File: config.mk
export PLATFORM = sky130hd
export DESIGN_NAME = quick_spi_slave
export DESIGN_NICKNAME = d
export VERILOG_FILES = /design/src/rtl/quick_spi_slave.sv
export SDC_FILE = /design/constraint.sdc
export NUM_CORES = 1
export LEC_CHECK = 0
export CAP_MARGIN = 20
export CORE_ASPECT_RATIO = 0.9
export CORE_MARGIN = 5
export CORE_UTILIZATION = 45
export CTS_BUF_LIST = sky130_fd_sc_hd__clkbuf_2 sky130_fd_sc_hd__clkbuf_4 sky130_fd_sc_hd__clkbuf_8
export DETAILED_ROUTE_END_ITERATION = 10
export PLACE_DENSITY = 0.67
export SYNTH_ARGS = -nofsm -noshare
export SYNTH_HDL_FRONTEND = slang
export SYNTH_SLANG_ARGS = --single-unit
File: constraint.sdc
create_clock -name clk -period 1.9 [get_ports clk]
set_input_delay 0.38 -clock clk [delete_from_list [all_inputs] [get_ports clk]]
set_output_delay 0.38 -clock clk [all_outputs]
set_load 0.05 [all_outputs]
File: src/rtl/quick_spi_slave.sv
// SPI slave with clk-domain oversampling of sclk/ss_n/mosi, configurable
// CPOL/CPHA, bit and byte ordering, and back-to-back words within one frame.
module quick_spi_slave #(
  parameter int CPOL        = 0,
  parameter int CPHA        = 0,
  parameter int BITS_ORDER  = 1,
  parameter int BYTES_ORDER = 1,
  parameter int WORD_BYTES  = 2
) (
  input  logic                    clk,
  input  logic                    rst_n,
  input  logic                    sclk,
  input  logic                    ss_n,
  input  logic                    mosi,
  output logic                    miso,
  output logic                    miso_oe,
  input  logic [8*WORD_BYTES-1:0] tx_data,
  output logic [8*WORD_BYTES-1:0] rx_data,
  output logic                    rx_valid,
  output logic                    busy,
  output logic                    frame_abort
);

  localparam int N  = 8 * WORD_BYTES;
  localparam int IW = $clog2(N);
  localparam int CW = IW + 1;

  localparam logic [1:0] ST_IDLE       = 2'd0;
  localparam logic [1:0] ST_ACTIVE     = 2'd1;
  localparam logic [1:0] ST_WAIT_DESEL = 2'd2;

  localparam logic CPOL_L = (CPOL != 0);

  logic [1:0]    r_sclk_s;
  logic [1:0]    r_ss_s;
  logic [1:0]    r_mosi_s;
  logic          r_sclk_d;
  logic          r_ss_d;
  logic [1:0]    r_state;
  logic [1:0]    r_settle;
  logic [CW-1:0] r_cnt;
  logic [N-1:0]  r_tx;
  logic [N-1:0]  r_rx;

  logic          w_sclk;
  logic          w_ss;
  logic          w_mosi;
  logic          w_rise;
  logic          w_fall;
  logic          w_lead;
  logic          w_trail;
  logic          w_sample;
  logic          w_shift;
  logic          w_ss_rise;
  logic          w_ss_fall;
  logic          w_last;
  logic [CW-1:0] w_cnt_next;
  logic [N-1:0]  w_rx_next;

  // Maps transmission position k to the bit index within the tx/rx word.
  function automatic logic [IW-1:0] f_idx(input logic [CW-1:0] k);
    int unsigned kbyte;
    int unsigned kbit;
    int unsigned byte_pos;
    int unsigned bit_pos;
    kbyte    = 32'(k) >> 3;
    kbit     = 32'(k) & 32'd7;
    byte_pos = (BYTES_ORDER != 0) ? (WORD_BYTES - 1 - kbyte) : kbyte;
    bit_pos  = (BITS_ORDER != 0) ? (7 - kbit) : kbit;
    return IW'(byte_pos * 8 + bit_pos);
  endfunction

  assign w_sclk    = r_sclk_s[1];
  assign w_ss      = r_ss_s[1];
  assign w_mosi    = r_mosi_s[1];
  assign w_rise    = w_sclk & ~r_sclk_d;
  assign w_fall    = ~w_sclk & r_sclk_d;
  assign w_lead    = CPOL_L ? w_fall : w_rise;
  assign w_trail   = CPOL_L ? w_rise : w_fall;
  assign w_sample  = (CPHA != 0) ? w_trail : w_lead;
  assign w_shift   = (CPHA != 0) ? w_lead : w_trail;
  assign w_ss_rise = w_ss & ~r_ss_d;
  assign w_ss_fall = ~w_ss & r_ss_d;
  assign w_last    = (r_cnt == CW'(N - 1));

  always_comb begin
    w_cnt_next = r_cnt;
    w_rx_next  = r_rx;
    if (w_sample) begin
      w_rx_next[f_idx(r_cnt)] = w_mosi;
      w_cnt_next = w_last ? '0 : r_cnt + CW'(1);
    end
  end

  always_ff @(posedge clk) begin
    if (!rst_n) begin
      r_sclk_s    <= {CPOL_L, CPOL_L};
      r_ss_s      <= 2'b11;
      r_mosi_s    <= 2'b00;
      r_sclk_d    <= CPOL_L;
      r_ss_d      <= 1'b1;
      r_state     <= ST_WAIT_DESEL;
      r_settle    <= '0;
      r_cnt       <= '0;
      r_tx        <= '0;
      r_rx        <= '0;
      miso        <= 1'b0;
      miso_oe     <= 1'b0;
      rx_data     <= '0;
      rx_valid    <= 1'b0;
      busy        <= 1'b0;
      frame_abort <= 1'b0;
    end else begin
      r_sclk_s    <= {r_sclk_s[0], sclk};
      r_ss_s      <= {r_ss_s[0], ss_n};
      r_mosi_s    <= {r_mosi_s[0], mosi};
      r_sclk_d    <= w_sclk;
      r_ss_d      <= w_ss;
      rx_valid    <= 1'b0;
      frame_abort <= 1'b0;
      case (r_state)
        // Synchronizer reset values read as "deselected"; wait until the
        // chain holds real samples before trusting ss_n high.
        ST_WAIT_DESEL: begin
          if (r_settle != 2'd3) r_settle <= r_settle + 2'd1;
          else if (w_ss)        r_state  <= ST_IDLE;
        end
        ST_IDLE: begin
          if (w_ss_fall) begin
            r_state <= ST_ACTIVE;
            r_tx    <= tx_data;
            r_cnt   <= '0;
            busy    <= 1'b1;
            miso_oe <= 1'b1;
            if (CPHA == 0) miso <= tx_data[f_idx('0)];
            else           miso <= 1'b0;
          end
        end
        ST_ACTIVE: begin
          if (w_sample) begin
            r_rx  <= w_rx_next;
            r_cnt <= w_cnt_next;
            if (w_last) begin
              rx_data  <= w_rx_next;
              rx_valid <= 1'b1;
              r_tx     <= tx_data;
            end
          end
          if (w_shift) miso <= r_tx[f_idx(r_cnt)];
          // A word finishing in the same cycle leaves w_cnt_next at zero.
          if (w_ss_rise) begin
            r_state     <= ST_IDLE;
            r_cnt       <= '0;
            busy        <= 1'b0;
            miso_oe     <= 1'b0;
            miso        <= 1'b0;
            frame_abort <= (w_cnt_next != '0);
          end
        end
        default: r_state <= ST_WAIT_DESEL;
      endcase
    end
  end

endmodule
[After elaboration in Yosys (flattened, before gate mapping)]
Cells that the tools add are included.
Cells by class
  add/subtract/negate cells: 5
  reductions and logical operators: 14
  multiplexer cells: 28
  $lt $le $gt $ge: 2
  eq/ne operators: 12
  bitwise operators: 8
Operator list (count)
  $mux W16: 3
  $pmux W16 S2: 1
  $mux W5: 5
  $reduce_and A3 Y1: 6
  $bwmux W16: 1
  $ne A2 B2 Y1 const B: 7
  $pmux W5 S2: 1
  $mux W1: 8
  $mux W2: 4
  $reduce_and A4 Y1: 2
  $ne A3 B3 Y1 const B: 2
  $pmux W2 S3: 1
  $add A5 B1 Y5 const B: 1
  $eq A5 B4 Y1 const B: 1
  $lt A4 B5 Y1 const B: 1
  $reduce_bool A5 Y1: 1
  $add A4 B4 Y4: 1
  $and A1 B1 Y1: 4
  $bmux W1 S4: 1
  $demux W1 S4: 1
  $ge A4 B1 Y1 const B: 1
  $not A1 Y1: 4
  $pmux W1 S2: 2
  $reduce_and A2 Y1: 2
  8 further kinds: 8
Word-level totals
  output and inout port bits: 21
  word-level logic and storage cells: 84
  bits of input ports: 21
  flip-flop bits (word level): 69

[Depth between registers and ports, before layout]
Gate-level depths: netlist of the first run.
  depth in word-level cells: 7
  mapped depth: 8
  mapped depth without buffers: 6

[Least setup slack after synthesis of the first run]
OpenSTA, ideal clock, no wires.
  kind: register to register
  start point: register r_cnt[0]
  end point: register r_tx[10]
  stages on the path, launching flop included: 9
  slack: 108 ps
  data required time: 1784 ps
  library setup time: 116 ps
  arrival time: 1676 ps
  clock period less this slack: 1792 ps
  path buffers: 2
  cell sequence: dfxtp_1 ha_1 buf_4 and4b_1 nand3_2 a21oi_4 buf_12 mux2i_1 nor2b_1
On the way
  word-level cells in the longest chain between the ends: 3
RTL lines
  start, declared: RTL line 41  | logic [CW-1:0] r_cnt;
  start signal, assigned: RTL line 142  | r_cnt <= w_cnt_next;
  $eq A5 B4 Y1: RTL line 84  | assign w_last = (r_cnt == CW'(N - 1));
  $ne A2 B2 Y1 (no source line)
  $reduce_and A4 Y1 (no source line)
  end signal, assigned: RTL line 131  | r_tx <= tx_data;
  end signal, assigned: RTL line 146  | r_tx <= tx_data;
  end, declared: RTL line 42  | logic [N-1:0] r_tx;
No other way between the ends.
A chain may end at the register's enable or synchronous reset.

[Worst setup path in the final report of the first run]
  start point: register frame_abort
  end point: output frame_abort
RTL lines
  start, declared: RTL line 21  | output logic frame_abort
  start signal, assigned: RTL line 157  | frame_abort <= (w_cnt_next != '0);
No word-level cell between the ends.

==> metrics.csv, run 1 <==
metric,value,unit
outcome,"finished, final reports clean",
postRouteAntennaNets,0,
portBuffers,41,
clock_sinks,68,
p_comb_share,8.8,%
postSynthAreaPerCell,9.62,µm²
setup_ws,0.0467,ns
whs_path_depth,1,
grt_overflow,0,
cts_tree,built,
p_clk_share,37.8,%
area_growth,22.7,%
place_congestion,0.888,
drv_cap,0,
firstDrtPassIters,4,
path_max_fanout,1,
grt_pass1_vias,2370,
syn_area,3130,µm²
wl_per_cell,13.6,µm
seqCellArea,1360,µm²
syn_nets,351,
hold_viol_final,0,
syn_inst,325,
die_x,97.9,µm
rr_worst_depth,7,
startpoint_type,register,
worst_slew_pin_slew,0.652,ns
crit_path_end_kind,primary output,
grt_pass1_wl,11200,µm
vias,2398,
ir_drop,0.456,mV
drt_wl_total,6340,µm
critPathRequiredTime,1.52,ns
intPower,2160,µW
post_synth_num_cell_types,41,
crit_cells,1,
drive_gt1_share,16.4,%
core-area,6660,µm²
path_cells,clkdlybuf4s50_1,
cts_root_buf,clkbuf_8,
grt_max_degree,31,
fin_skew,0.00751,ns
hold_path.class,reg -> reg,
multiInputGateArea,1610,µm²
cts_buffer_depth,2,
worst-path-buf-inv,1,
setup-tns-final,0,ns
viasPerCell,5.13,
nFillCells,609,
r2r-start,r_cnt[1]$_SDFFE_PN0P_,
crit_family,buffers and inverters,
cp.arrival,1.47,ns
drtIter0Drc,127,
cpPeakStageDelay,0.80,ns
antenna_found_initial,0,
period_needed,1.85,ns
hp-start,r_ss_s[0]$_SDFF_PN1_,
die_h,89.1,µm
synth_warnings,0,
cp_slowest_cell,clkdlybuf4s50_1,
ys_ff_latch,68,
p_sw,657,µW
start_util,47.0,%
die_area,8720,µm²
place_ws,0.182,ns
path_class,reg -> out,
rsz0062_at_grt,no,
drc,0,
yosysSeqAreaShare,43.5,%
power_density,734,nW/µm²
fmax,0.540,GHz
rows,28,
fin_nets,398,
ios,42,
clk_pin_slew,0.07,ns
maxSlewViolCount,0,
diodes,0,
slew_headroom,56.5,%
numCtsBuffers,9,
dp_hpwl,4400,µm
grt_use_total,15.9,%
clk_latency,0.34,ns
swShare,23.3,%
htreeDepth,3,
final_cell_mix,"dfxtp_1, nand2_1, mux2i_1",
hold_buffers,0,
final_common_cell,dfxtp_1,
finalCritPeriodShare,97.5,%
seqPwrFrac,53.4,%
r2r-end,r_tx[0]$_SDFFE_PN0P_,
hold_end,r_ss_s[1]$_SDFF_PN1_,
reg2reg_slack,0.16,ns
setup_viol,0,
p_leak,0.00185,µW
## how the worst max path moves through the flow
stage                            startpoint                     to  slack (ns)
finish               frame_abort$_SDFF_PN0_            frame_abort        0.05
global route         frame_abort$_SDFF_PN0_            frame_abort        0.02
CTS                 rx_data[6]$_SDFFE_PN0P_             rx_data[6]        0.01
detailed placement    r_cnt[1]$_SDFFE_PN0P_   r_tx[0]$_SDFFE_PN0P_        0.18
global placement      r_cnt[0]$_SDFFE_PN0P_  r_tx[10]$_SDFFE_PN0P_        0.20
floorplan             r_cnt[0]$_SDFFE_PN0P_  r_tx[10]$_SDFFE_PN0P_        0.11
## repair_timing
action	CTS	global route
hold endpoints to repair	0	0
setup buffers	0	0
setup endpoints to repair	0	1
resized for setup	0	1
## kinds of logic (layout without fill, tap and decap cells)
group           after synthesis  count (layout)  share of synthesized area [%]
simple gates                130             130                           21.2
flops                        68              68                           43.5
compound gates               52              52                           13.9
mux                          39              39                           14.1
buf+inv                      30              82                           5.04
fa+ha+maj                     5               5                           2.00
xor+xnor                      1               1                          0.280
## stage by stage
step / instances / hold WS [ns] / utilization [%] / area [µm²] / total power (µW)
floorplan: 325 / 0.386 / - / 3130 / 1700
global placement: 451 / 0.398 / 55.0 / 3660 / 1780
detailed placement: 451 / 0.397 / 55.0 / 3660 / 1790
CTS: 467 / 0.417 / 57.6 / 3840 / 2860
global route: 467 / 0.449 / 57.7 / 3840 / 2960
finish: 467 / 0.418 / 57.7 / 3840 / 2820
## sequential cells by signal (all words and copies together), names as in the netlist, 2 cells and up
| name | flops |
|---|---|
| r_tx | 16 |
| r_settle | 2 |
| r_rx | 15 |
| r_state | 2 |
| r_sclk_s | 2 |
| rx_data | 16 |
| r_ss_s | 2 |
| r_mosi_s | 2 |
| r_cnt | 5 |
## per-layer routing
| metal | routed length [µm] | track usage (%) | vias to the layer above |
|---|---|---|---|
| met5 | 0 | 0 | - |
| met4 | 95 | 6.67 | 0 |
| met3 | 307 | 4.45 | 11 |
| met2 | 2680 | 24.4 | 48 |
| met1 | 3250 | 21.3 | 1114 |
| li1 | - | - | 1225 |
## layout make-up
class	count	share of cell area [%]
Multi-Input combinational cell	227	41.9
Inverter	6	0.587
Timing Repair Buffer	60	14.5
Clock buffer	14	4.37
Sequential cell	68	35.5
Clock inverter	2	0.261
Tap cell	90	2.93
## power groups by stage
| stage | clock, µW | sequential (µW) | combinational [µW] |
|---|---|---|---|
| 3_5_place_dp | 0 | 1540 | 248 |
| 5_1_grt | 1170 | 1510 | 280 |
| 3_3_place_gp | 0 | 1540 | 243 |
| 2_1_floorplan | 0 | 1540 | 163 |
| 6_report | 1060 | 1510 | 247 |
| 4_1_cts | 1110 | 1510 | 250 |
## cell usage after synthesis (all sizes together)
cell / count / area share [%]
o21ai: 7 / 1.1
clkbuf: 10 / 1.2
o31ai: 1 / 0.24
a21o: 1 / 0.24
mux4: 4 / 2.9
nand3: 19 / 3.2
o22ai: 1 / 0.20
a21boi: 4 / 0.96
nand2b: 9 / 1.8
nand4: 2 / 0.40
nor4: 2 / 0.40
o2111a: 1 / 0.36
dfxtp: 68 / 44
and4b: 1 / 0.32
xor2: 1 / 0.28
nand2: 48 / 5.8
o211a: 26 / 8.3
o21a: 2 / 0.48
or2: 1 / 0.20
and3: 1 / 0.20
buf: 14 / 3.1
a31oi: 1 / 0.20
a2111oi: 1 / 0.28
nor3b: 1 / 0.24
nor2: 7 / 0.92
nor2b: 26 / 5.2
and3b: 1 / 0.28
mux2i: 35 / 11
inv: 6 / 0.72
a21oi: 7 / 1.5
ha: 5 / 2.0
and2: 9 / 1.8
nor3: 3 / 0.48
Note: power is estimated with default switching activity, not from simulation.
==> run 2: changes to the inputs <==
ABC_CLOCK_PERIOD_IN_PS = 1900   (was default)
==> results of run 2 <==
Final layout, timing and power as in run 1 (identical DEF).
